--- src/rtl/mem_mover.sv ---
// Block-move engine sharing the data memory port with the CPU: copies len bytes src->dst, one byte per READ/WRITE pair.
// Optional MEM_MOVER_FILL_EN adds a fill mode that writes a constant pattern instead of copying.
module mem_mover #(
    parameter int AW = 8,
    parameter int DW = 8
) (
    input  logic          clk,
    input  logic          rst_n,
    input  logic          start,
    input  logic [AW-1:0] src,
    input  logic [AW-1:0] dst,
    input  logic [AW-1:0] len,
`ifdef MEM_MOVER_FILL_EN
    input  logic          fill,
    input  logic [DW-1:0] fill_val,
`endif
    input  logic [AW-1:0] cpu_addr,
    input  logic          cpu_read,
    input  logic          cpu_write,
    input  logic [DW-1:0] cpu_wdata,
    output logic [AW-1:0] mem_addr,
    output logic          mem_read,
    output logic          mem_write,
    output logic [DW-1:0] mem_wdata,
    input  logic [DW-1:0] mem_rdata,
    output logic          busy,
    output logic          done
);

    // state | meaning
    // IDLE  | CPU owns the memory port, waiting for start
    // READ  | fetch byte at src_ptr into data_buf
    // WRITE | store data_buf at dst_ptr, advance pointers
    // DONE  | one-cycle completion pulse
    typedef enum logic [1:0] {
        ST_IDLE  = 2'd0,
        ST_READ  = 2'd1,
        ST_WRITE = 2'd2,
        ST_DONE  = 2'd3
    } state_t;

    state_t        state_q, state_d;
    logic [AW-1:0] src_ptr_q, src_ptr_d;
    logic [AW-1:0] dst_ptr_q, dst_ptr_d;
    logic [AW-1:0] count_q, count_d;
    logic [DW-1:0] data_buf_q, data_buf_d;
`ifdef MEM_MOVER_FILL_EN
    logic          fill_mode_q, fill_mode_d;
`endif

    always_ff @(posedge clk or negedge rst_n) begin
        if (!rst_n) begin
            state_q    <= ST_IDLE;
            src_ptr_q  <= '0;
            dst_ptr_q  <= '0;
            count_q    <= '0;
            data_buf_q <= '0;
`ifdef MEM_MOVER_FILL_EN
            fill_mode_q <= 1'b0;
`endif
        end else begin
            state_q    <= state_d;
            src_ptr_q  <= src_ptr_d;
            dst_ptr_q  <= dst_ptr_d;
            count_q    <= count_d;
            data_buf_q <= data_buf_d;
`ifdef MEM_MOVER_FILL_EN
            fill_mode_q <= fill_mode_d;
`endif
        end
    end

    always_comb begin
        state_d    = state_q;
        src_ptr_d  = src_ptr_q;
        dst_ptr_d  = dst_ptr_q;
        count_d    = count_q;
        data_buf_d = data_buf_q;
`ifdef MEM_MOVER_FILL_EN
        fill_mode_d = fill_mode_q;
`endif
        case (state_q)
            ST_IDLE: begin
                if (start) begin
                    if (len == '0) begin
                        state_d = ST_DONE;
                    end else begin
                        src_ptr_d = src;
                        dst_ptr_d = dst;
                        count_d   = len;
`ifdef MEM_MOVER_FILL_EN
                        fill_mode_d = fill;
                        if (fill) begin
                            data_buf_d = fill_val;
                            state_d    = ST_WRITE;
                        end else begin
                            state_d = ST_READ;
                        end
`else
                        state_d = ST_READ;
`endif
                    end
                end
            end
            ST_READ: begin
                data_buf_d = mem_rdata;
                state_d    = ST_WRITE;
            end
            ST_WRITE: begin
                // Pointers wrap naturally at AW bits.
                src_ptr_d = src_ptr_q + AW'(1);
                dst_ptr_d = dst_ptr_q + AW'(1);
                count_d   = count_q - AW'(1);
                if (count_q == AW'(1)) begin
                    state_d = ST_DONE;
`ifdef MEM_MOVER_FILL_EN
                end else if (fill_mode_q) begin
                    state_d = ST_WRITE;
`endif
                end else begin
                    state_d = ST_READ;
                end
            end
            ST_DONE: begin
                state_d = ST_IDLE;
            end
            default: begin
                state_d = ST_IDLE;
            end
        endcase
    end

    always_comb begin
        mem_addr  = '0;
        mem_read  = 1'b0;
        mem_write = 1'b0;
        mem_wdata = '0;
        busy      = 1'b1;
        done      = 1'b0;
        case (state_q)
            ST_IDLE: begin
                mem_addr  = cpu_addr;
                mem_read  = cpu_read;
                mem_write = cpu_write;
                mem_wdata = cpu_wdata;
                busy      = 1'b0;
            end
            ST_READ: begin
                mem_addr = src_ptr_q;
                mem_read = 1'b1;
            end
            ST_WRITE: begin
                mem_addr  = dst_ptr_q;
                mem_write = 1'b1;
                mem_wdata = data_buf_q;
            end
            ST_DONE: begin
                done = 1'b1;
            end
            default: begin
                busy = 1'b1;
            end
        endcase
    end

endmodule

--- config.mk ---
export PLATFORM = sky130hd
export DESIGN_NAME = mem_mover
export DESIGN_NICKNAME = d
export VERILOG_FILES = /design/src/rtl/mem_mover.sv
export SDC_FILE = /design/constraint.sdc
export NUM_CORES = 1
export LEC_CHECK = 0
export ABC_AREA = 1
export BUFFER_PORTS_ARGS = -buffer_cell sky130_fd_sc_hd__buf_4
export CORE_MARGIN = 5
export CORE_UTILIZATION = 50
export DETAILED_ROUTE_END_ITERATION = 8
export GPL_ROUTABILITY_DRIVEN = 0
export GPL_TIMING_DRIVEN = 1
export HOLD_SLACK_MARGIN = 0.08
export PLACE_DENSITY = 0.84
export SLEW_MARGIN = 10
export SYNTH_ARGS = -nofsm -noshare
export SYNTH_HDL_FRONTEND = slang
export SYNTH_SLANG_ARGS = --single-unit
--- constraint.sdc ---
create_clock -name clk -period 1.45 [get_ports clk]
set_input_delay 0.145 -clock clk [delete_from_list [all_inputs] [get_ports clk]]
set_output_delay 0.145 -clock clk [all_outputs]
set_load 0.05 [all_outputs]
==> results of run 1 <==
-- critical path, stage by stage, from the launching register on --
cell and delay, ns:
dfrtp_2 0.48, nor2_4 0.19, buf_4 0.14, buf_6 0.13, a22o_4 0.16, buf_8 0.15
-- state kept, by name, indices dropped and copies added (netlist names) --
name        flops
count_q         8
data_buf_q      8
dst_ptr_q       8
src_ptr_q       8
state_q         2
-- logic make-up (layout without fill, tap and decap cells) --
| kind of cell | after synthesis | after routing | synth area share, % |
|---|---|---|---|
| buffers and inverters | 47 | 153 | 8.82 |
| and+or+nand+nor | 221 | 221 | 39.9 |
| adders and majority gates | 4 | 4 | 2.19 |
| DFF | 34 | 34 | 37.3 |
| AOI/OAI and AO/OA | 40 | 40 | 11.4 |
| xor gates and xnor gates | 1 | 1 | 0.384 |
-- placed cells by master (no fill, tap or decap), types with 2 or more instances in the layout --
| cell type | Yosys | final |
|---|---|---|
| inv_1 | 32 | 30 |
| o221ai_2 | 0 | 4 |
| nand4_1 | 4 | 4 |
| o221ai_1 | 6 | 2 |
| clkbuf_16 | 0 | 2 |
| nor3_1 | 2 | 2 |
| nand2_2 | 0 | 13 |
| a22o_2 | 0 | 3 |
| o21ai_1 | 13 | 8 |
| or2_2 | 2 | 2 |
| dfrtp_1 | 34 | 32 |
| ha_1 | 4 | 4 |
| o211ai_1 | 2 | 2 |
| inv_4 | 0 | 2 |
| o21ai_2 | 0 | 7 |
| nand3_1 | 30 | 29 |
| dfrtp_2 | 0 | 2 |
| buf_6 | 0 | 18 |
| o21ai_0 | 10 | 7 |
| nor2_4 | 2 | 3 |
| nor2_1 | 35 | 32 |
| buf_8 | 0 | 7 |
| clkbuf_8 | 0 | 6 |
| nand2_4 | 0 | 11 |
| dlygate4sd3_1 | 0 | 8 |
| a22o_4 | 0 | 5 |
| buf_4 | 4 | 72 |
| nor2_2 | 1 | 3 |
| buf_12 | 0 | 4 |
| nand2_1 | 143 | 119 |
-- path summary, 6_finish.rpt --
kind | start | end | slack, ns | cells after the start
hold / removal | start | state_q[1]$_DFFE_PN0P_ | 0.10 | 3
setup / recovery | state_q[1]$_DFFE_PN0P_ | mem_wdata[2] | -0.24 | 5
hold reg to reg | dst_ptr_q[7]$_DFFE_PN0P_ | dst_ptr_q[7]$_DFFE_PN0P_ | 0.49 | 2
max in group asynchronous | rst_n | state_q[1]$_DFFE_PN0P_ | 0.76 | 2
setup reg to reg | state_q[1]$_DFFE_PN0P_ | count_q[5]$_DFFE_PN0P_ | -0.12 | 9
min in group asynchronous | rst_n | count_q[1]$_DFFE_PN0P_ | 0.34 | 2
-- stage by stage --
stage	hold slack [ns]	TNS (ns)	area [um^2]	worst slack, ns
3_5_place_dp	0.123	0	2970	0.00237
2_1_floorplan	-0.151	-1.77	2300	-0.237
5_1_grt	0.0987	-6.81	3750	-0.275
3_3_place_gp	0.118	0	2970	0.0703
4_1_cts	0.0808	-1.92	3340	-0.163
6_report	0.104	-4.95	3750	-0.236
-- routing by layer --
layer | vias to the layer above | wire length (um) | track usage, %
li1 | 1323 | - | -
met1 | 1440 | 3660 | 34.0
met2 | 276 | 4780 | 43.1
met3 | 65 | 1110 | 5.67
met4 | 0 | 549 | 12.2
met5 | - | 0 | 0
-- report_power, final --
part | internal (mW) | switching (mW)
Combinational | 0.577 | 0.817
Sequential | 1.06 | 0.143
Clock | 0.551 | 0.385
Total | 2.19 | 1.35
-- layout make-up --
cell class                      count  share of cell area, %
Sequential cell                    34                   22.7
Multi-Input combinational cell    266                   39.8
Tap cell                           52                   1.73
Timing Repair Buffer              112                   29.1
Clock inverter                      1                  0.800
Inverter                           34                   3.67
Clock buffer                        6                   2.20
-- timing repair --
action,in CTS,in global routing
pin swaps,1,10
setup endpoints to repair,25,42
gates cloned,1,4
gates resized for setup,27,75
hold endpoints to repair,41,0
setup buffers,6,10
hold buffers,8,0
==> results.md, run 1 <==
- Setup Skew: 0.0154 ns
- Placed insts: 470
- Drt pass-1 iters: 6
- FMAX: 0.593 GHz
- Critical Path Fanout Max: 5
- Top cells by area, synth: dfrtp_1 (37%), nand2_1 (24%), nand3_1 (6.6%)
- Min Tclk post-route: 1.69 ns
- Row Count: 24
- Input/output buffers: 72
- DRT antenna net count: 0
- Area growth syn-to-layout: 64.3%
- Hold Crit Class: input pin to flip-flop
- Initial antenna violation count: 0
- CTS tree: built
- Status: finished, violations left
- Distinct cells, synth: 24
- Worst skew pair latency: 0.29 ns
- Setup CP Type: flip-flop to output port
- Power density cells: 942 nW/um^2
- Post-synthesis cell area: 2280 um^2
- Vias in the first global route: 2766
- Final Cycle Share: 116%
- TritonCTS Buffers: 5
- DR WL/cell: 20.0 um
- Yosys top cell by area: dfrtp_1
- Total track usage: 26.7%
- Via/cell ratio: 6.15
- Post-route non-filler standard cell count: 505
- EDFF count, synth: 0
- Sequential share of the synthesized area: 37.3%
- Core Box Area: 4380 um^2
- Count of mapped cells out of synthesis: 347
- CP Launch Type: flip-flop
- P_leak: 1.96 nW
- VDD IR max: 0.000593 V
- Flip-flop and latch area: 853 um^2
- Initial Util: 52.1%
- Post-layout nets: 510
- Arrival time at the worst endpoint: 1.54 ns
- H-tree depth: 2
- Die W: 77.6 um
- Mapped Avg Cell Area: 6.58 um^2
- Top_reg_cell synth: dfrtp_1
- Top-area cell type share of the netlist area: 37.3%
- Root Buffer: clkbuf_8
- Via count: 3104
- Final Hold Fails: 0
- Synth cell count leaders: nand2_1 (143), nor2_1 (35), dfrtp_1 (34), inv_1 (32), nand3_1 (30)
- Pwr Total: 3.54 mW
- Crit. End Element: output port
- Final wirelength: 10.1 mm
- RSZ-0062 raised after global routing: true
- Die height: 77.6 um
- Least-Margin Pin Slew: 0.458 ns
- Async SR Flop Fraction: 100%
- CTS sink cnt: 34
- Overflow after GRT: 0
- Setup ws final: -0.236 ns
- Count leader, synth: nand2_1
- Syn_nets: 404
- Drt drc: 0
- First DRT Iteration DRCs: 436
- Post-DP HPWL: 4.82 mm
- Share of cells above drive strength 1: 38.0%
- Clock-pin slew on the worst setup and hold paths: 0.08 ns
- Area of the multi-input gates: 1490 um^2
- Number of max-cap violations: 0
- Crit path required time: 1.31 ns
- # IOs: 73
- Slew margin rel.: 69.4%
- Flops & latches, synth: 34
- CTS max path bufs: 2
- Fill count: 225
- Setup violators final: 43
- Finished Core Util: 85.6%
- Die footprint: 6020 um^2
- Failing checks: negative setup slack
- YS warnings: 0
- ANT cells: 0
- Global-route wire length before repair: 13.1 mm
- Max Transition Viols Final: 0
- Largest net degree at the start of global routing: 35
Power figures use the tool's default switching activity.
==> run 2, diff against run 1 <==
--- a/config.mk
+++ b/config.mk
@@ -6,7 +6,7 @@
 export NUM_CORES = 1
 export LEC_CHECK = 0
 export ABC_AREA = 1
-export BUFFER_PORTS_ARGS = -buffer_cell sky130_fd_sc_hd__buf_4
+export BUFFER_PORTS_ARGS = -buffer_cell sky130_fd_sc_hd__buf_2
 export CORE_MARGIN = 5
 export CORE_UTILIZATION = 50
 export DETAILED_ROUTE_END_ITERATION = 8
==> run 2 against run 1 <==
  * The flow still finishes with violations (negative setup slack)
  * Sequential share of layout area rose by 1.2 points
  * Final cell count rose by 0.59%
  * Highest routed layer unchanged
  * Fmax rose by 0.20%
  * Register-to-register slack got worse by 0.11 ns
  * Cell area fell by 5.1%
  * Hold slack improved by 0.063 ns
  * Clock skew fell by 0.0063 ns
  * Setup slack improved by 0.0034 ns
  * Die area did not move
==> results.md, run 2 (synthesized netlist as in run 1, its figures left out) <==
- DR WL/cell: 19.0 um (was 20.0 um)
- H-tree depth: 2 (unchanged)
- Final Hold Fails: 0 (unchanged)
- Global-route wire length before repair: 13.0 mm (was 13.1 mm)
- Input/output buffers: 72 (unchanged)
- Hold_ws: 0.167 ns (was 0.104 ns)
- CP Launch Type: flip-flop (unchanged)
- Wl on met1: 3.44 mm (was 3.66 mm)
- Worst skew pair latency: 0.30 ns (was 0.29 ns)
- Drt pass-1 iters: 5 (was 6)
- Setup violators final: 43 (unchanged)
- Arrival time at the worst endpoint: 1.87 ns (was 1.54 ns)
- Pwr Total: 3.29 mW (was 3.54 mW)
- Share of cells above drive strength 1: 35.5% (was 38.0%)
- Failing checks: negative setup slack (unchanged)
- Power density cells: 925 nW/um^2 (was 942 nW/um^2)
- CTS sink cnt: 34 (unchanged)
- Min Tclk post-route: 1.68 ns (was 1.69 ns)
- Final wirelength: 9.66 mm (was 10.1 mm)
- Highest metal used: met4 (unchanged)
- Crit path required time: 1.64 ns (was 1.31 ns)
- Root Buffer: clkbuf_8 (unchanged)
- Slew margin rel.: 70.3% (was 69.4%)
- Fill count: 265 (was 225)
- P_leak: 1.86 nW (was 1.96 nW)
- Total track usage: 26.9% (was 26.7%)
- Setup Skew: 0.00904 ns (was 0.0154 ns)
- Initial antenna violation count: 0 (unchanged)
- Overflow after GRT: 0 (unchanged)
- Hold Path Depth: 3 (unchanged)
- Critical Path Fanout Max: 12 (was 5)
- FMAX: 0.594 GHz (was 0.593 GHz)
- # IOs: 73 (unchanged)
- Via count: 3033 (was 3104)
- Met3 routed WL: 979 um (was 1.11 mm)
- Via/cell ratio: 5.97 (was 6.15)
- Post-DP HPWL: 4.83 mm (was 4.82 mm)
- DRT antenna net count: 0 (unchanged)
- TritonCTS Buffers: 5 (unchanged)
- Area growth syn-to-layout: 56.0% (was 64.3%)
- Status: finished, violations left (unchanged)
- Die W: 77.6 um (unchanged)
- Clock-pin slew on the worst setup and hold paths: 0.08 ns (about the same)
- Drt drc: 0 (unchanged)
- Setup ws final: -0.233 ns (was -0.236 ns)
- RSZ-0062 raised after global routing: true (unchanged)
- Commonest non-fill, non-tap cells in the layout: nand2_1 (129), buf_2 (53), dfrtp_1 (32) (was nand2_1 (119), buf_4 (72), nor2_1 (32), dfrtp_1 (32), inv_1 (30))
- Final Cycle Share: 116% (about the same)
- Largest net degree at the start of global routing: 35 (unchanged)
- CTS max path bufs: 2 (unchanged)
- ANT cells: 0 (unchanged)
- Core Box Area: 4380 um^2 (unchanged)
- Setup CP Type: flip-flop to flip-flop (was flip-flop to output port)
- Initial Util: 52.1% (unchanged)
- Row Count: 24 (unchanged)
- Worst reg2reg path depth: 8 (was 9)
- Setup TNS: -5.63 ns (was -4.95 ns)
- Post-layout nets: 512 (was 510)
- Die footprint: 6020 um^2 (unchanged)
- Crit. End Element: flip-flop (was output port)
- Die height: 77.6 um (unchanged)
- WL met2: 4.73 mm (was 4.78 mm)
- VDD IR max: 0.000543 V (was 0.000593 V)
- First DRT Iteration DRCs: 328 (was 436)
- CTS tree: built (unchanged)
- Vias in the first global route: 2700 (was 2766)
- Hold Crit Class: input pin to flip-flop (unchanged)
- Most common cell after layout, fill and taps aside: nand2_1 (unchanged)
- Max Transition Viols Final: 0 (unchanged)
- Least-Margin Pin Slew: 0.445 ns (was 0.458 ns)
- Number of max-cap violations: 0 (unchanged)
run 2: path summary, 6_finish.rpt:
path	start	to	slack (ns)
max in group asynchronous	rst_n	state_q[0]$_DFFE_PN0P_	0.70
worst min-delay path	start	state_q[1]$_DFFE_PN0P_	0.17
worst max register to register	state_q[1]$_DFFE_PN0P_	src_ptr_q[1]$_DFFE_PN0P_	-0.23
min in group asynchronous	rst_n	dst_ptr_q[0]$_DFFE_PN0P_	0.41
worst max-delay path	state_q[1]$_DFFE_PN0P_	src_ptr_q[1]$_DFFE_PN0P_	-0.23
worst min register to register	data_buf_q[2]$_DFFE_PN0P_	data_buf_q[2]$_DFFE_PN0P_	0.51
run 2: power breakdown:
group / total, mW / switching (mW) / internal (mW)
registers: 1.21 / 0.146 / 1.06
clock network: 0.772 / 0.388 / 0.384
logic: 1.31 / 0.789 / 0.525
total: 3.29 / 1.32 / 1.97
run 2: timing repair:
action | CTS | global route
buffers inserted | 8 | 4
hold endpoints to repair | 42 | 0
setup endpoints to repair | 19 | 42
gates cloned | 1 | 4
pin swaps | 1 | 15
resized for setup | 52 | 46
hold buffers | 9 | 0
run 2: worst max-delay path, stage by stage, from the launching register on:
cell	delay, ns
dfrtp_2	0.46
buf_4	0.14
buf_4	0.10
o21ai_4	0.06
buf_6	0.12
nor2_4	0.26
buf_12	0.18
nand2_1	0.07
o21ai_1	0.16
run 2: area by class of cell:
type / instances / area, um^2 / area share, %
Sequential cell: 34 / 853 / 24.0
Clock inverter: 1 / 5.00 / 0.140
Clock buffer: 7 / 86.3 / 2.42
Timing Repair Buffer: 114 / 996 / 28.0
Inverter: 34 / 130 / 3.65
Multi-Input combinational cell: 266 / 1430 / 40.0
Tap cell: 52 / 65.1 / 1.83
run 2: metrics by stage:
stage	instances	utilization [%]	instance area [um^2]	worst slack [ns]
final	508	81.3	3560	-0.233
after global routing	508	81.3	3560	-0.278
after CTS	501	74.7	3280	-0.167
after detailed placement	475	64.4	2830	-0.000178
after global placement	475	64.4	2830	0.0645
after floorplan	347	-	2300	-0.237
run 2: metal layers:
metal / vias to the layer above / global-route usage (%)
met3: 71 / 5.09
met2: 254 / 45.7
met4: 0 / 11.3
met1: 1381 / 33.3
met5: - / 0
li1: 1327 / -
==> run 3, diff against run 2 <==
==> constraint.sdc (replaced) <==
create_clock -name clk -period 2.15 [get_ports clk]
set_input_delay 0 -clock clk [delete_from_list [all_inputs] [get_ports clk]]
set_output_delay 0 -clock clk [all_outputs]
set_load 0.05 [all_outputs]
==> run 3 against run 2 <==
  * The flow now finishes without violations
  * Setup slack better by 0.46 ns
  * Combinational power down 50%
  * Register-to-register slack gained 0.75 ns
  * First-iteration DRC count decreased by 46%
  * Via count fell by 14%
  * Clock power is 37% lower
  * Final cell count decreased by 1.2%
  * Hold slack worse by 0.090 ns
  * Clock-buffer cell count stayed put
  * Flip-flop and latch count did not move
  * Critical path depth is 2 lower
  * Power is 41% lower
  * Largest cell class unchanged
==> results.md, run 3 (synthesized netlist as in run 1, its figures left out) <==
- Setup Skew: 0.00248 ns (was 0.00904 ns)
- CP Launch Type: flip-flop (unchanged)
- Clock-pin slew on the worst setup and hold paths: 0.07 ns (was 0.08 ns)
- Setup CP Type: flip-flop to output port (was flip-flop to flip-flop)
- Post-route non-filler standard cell count: 502 (was 508)
- Worst skew pair latency: 0.29 ns (was 0.30 ns)
- ANT cells: 0 (unchanged)
- Area of the multi-input gates: 1230 um^2 (was 1430 um^2)
- Arrival time at the worst endpoint: 1.92 ns (was 1.87 ns)
- Via/cell ratio: 5.17 (was 5.97)
- Commonest non-fill, non-tap cells in the layout: nand2_1 (143), buf_2 (72), nor2_1 (35) (was nand2_1 (129), buf_2 (53), dfrtp_1 (32))
- Die footprint: 6020 um^2 (unchanged)
- DRT antenna net count: 0 (unchanged)
- Highest metal used: met4 (unchanged)
- Wl on met1: 2.64 mm (was 3.44 mm)
- DR WL/cell: 13.0 um (was 19.0 um)
- Share of cells above drive strength 1: 20.2% (was 35.5%)
- Min Tclk post-route: 1.92 ns
- Setup TNS: 0 ns (was -5.63 ns)
- Area growth syn-to-layout: 34.7% (was 56.0%)
- PostCTS Resize Cnt: 0 (was 52)
- Via count: 2594 (was 3033)
- CTS sink cnt: 34 (unchanged)
- Drt pass-1 iters: 6 (was 5)
- Placed insts: 462 (was 475)
- Final wirelength: 6.53 mm (was 9.66 mm)
- Die W: 77.6 um (unchanged)
- Crit path required time: 2.15 ns (was 1.64 ns)
- Number of max-cap violations: 0 (unchanged)
- Met3 routed WL: 354 um (was 979 um)
- First DRT Iteration DRCs: 178 (was 328)
- Initial Util: 52.1% (unchanged)
- Setup crit start: state_q[0]$_DFFE_PN0P_ (was state_q[1]$_DFFE_PN0P_)
- Vias in the first global route: 2498 (was 2700)
- Post-layout nets: 506 (was 512)
- Global-route wire length before repair: 11.1 mm (was 13.0 mm)
- Setup violators final: 0 (was 43)
- Core Box Area: 4380 um^2 (unchanged)
- HP Start: src[5] (was start)
- Status: finished, final reports clean (was finished, violations left)
- WL met2: 3.35 mm (was 4.73 mm)
- Final Hold Fails: 0 (unchanged)
- Fill count: 362 (was 265)
- Post-DP HPWL: 4.42 mm (was 4.83 mm)
- Hold_ws: 0.0772 ns (was 0.167 ns)
- FMAX: 0.520 GHz
- RSZ-0062 raised after global routing: false (was true)
- Flip-flop and latch area: 851 um^2 (was 853 um^2)
- Final Cycle Share: 89.4%
- Largest net degree at the start of global routing: 40 (was 35)
- Overflow after GRT: 0 (unchanged)
- Most common cell after layout, fill and taps aside: nand2_1 (unchanged)
- Root Buffer: clkbuf_8 (unchanged)
- Initial antenna violation count: 0 (unchanged)
- CTS tree: built (unchanged)
- Total track usage: 22.2% (was 26.9%)
- CTS max path bufs: 2 (unchanged)
- Row Count: 24 (unchanged)
- # IOs: 73 (unchanged)
- VDD IR max: 0.000346 V (was 0.000543 V)
- P_leak: 1.66 nW (was 1.86 nW)
- Drt drc: 0 (unchanged)
- Max Transition Viols Final: 0 (unchanged)
- H-tree depth: 2 (unchanged)
- Crit. End Element: output port (was flip-flop)
- Power density cells: 629 nW/um^2 (was 925 nW/um^2)
- Hold Crit Class: input pin to flip-flop (unchanged)
- Slew margin rel.: 48.1% (was 70.3%)
- Input/output buffers: 72 (unchanged)
- Die height: 77.6 um (unchanged)
- Critical Path Fanout Max: 39 (was 12)
- Least-Margin Pin Slew: 0.779 ns (was 0.445 ns)
- TritonCTS Buffers: 5 (unchanged)
- Reg2Reg Launch Point: state_q[0]$_DFFE_PN0P_ (was state_q[1]$_DFFE_PN0P_)
==> run 3: area by class of cell <==
class / instances / share of cell area (%)
Inverter: 34 / 4.15
Timing Repair Buffer: 108 / 23.1
Clock buffer: 7 / 2.81
Clock inverter: 1 / 0.163
Tap cell: 52 / 2.11
Sequential cell: 34 / 27.7
Multi-Input combinational cell: 266 / 40.0
==> run 3: worst paths after layout <==
| path | endpoint | slack [ns] | cells past startpoint |
|---|---|---|---|
| max | mem_addr[3] | 0.23 | 6 |
| max in group asynchronous | src_ptr_q[2]$_DFFE_PN0P_ | 1.33 | 2 |
| min | src_ptr_q[5]$_DFFE_PN0P_ | 0.08 | 5 |
| min reg2reg | data_buf_q[2]$_DFFE_PN0P_ | 0.50 | 2 |
| min in group asynchronous | count_q[2]$_DFFE_PN0P_ | 0.32 | 2 |
| max reg2reg | dst_ptr_q[4]$_DFFE_PN0P_ | 0.52 | 7 |
==> run 3: what timing repair did <==
action                                 4_1_cts  5_1_grt
endpoints found under the hold margin       66        0
buffers inserted                             0        0
hold buffers                                32        0
==> run 3: through the flow <==
step | area [um^2] | utilization (%) | total power, mW | setup WS [ns]
2_1_floorplan | 2280 | - | 1.22 | 0.527
3_3_place_gp | 2670 | 60.8 | 1.38 | 0.621
3_5_place_dp | 2670 | 60.8 | 1.40 | 0.547
4_1_cts | 3080 | 70.2 | 1.94 | 0.235
5_1_grt | 3080 | 70.2 | 2.04 | 0.0269
6_report | 3080 | 70.2 | 1.93 | 0.228
==> run 3: per-layer routing <==
layer / vias up / track usage, %
met2: 83 / 38.7
li1: 1313 / -
met4: 0 / 8.93
met1: 1183 / 26.7
met3: 15 / 4.28
met5: - / 0
==> run 3: worst max-delay path: stages, from the launching register on <==
cell and delay [ns]:
dfrtp_1 0.43, inv_1 0.11, nand2_1 0.09, inv_2 0.48, nand2_1 0.11, o211ai_1 0.10
buf_2 0.29
==> run 3: power by group <==
group | internal (mW) | switching [mW]
Sequential | 0.716 | 0.0786
Clock | 0.258 | 0.232
Combinational | 0.229 | 0.419
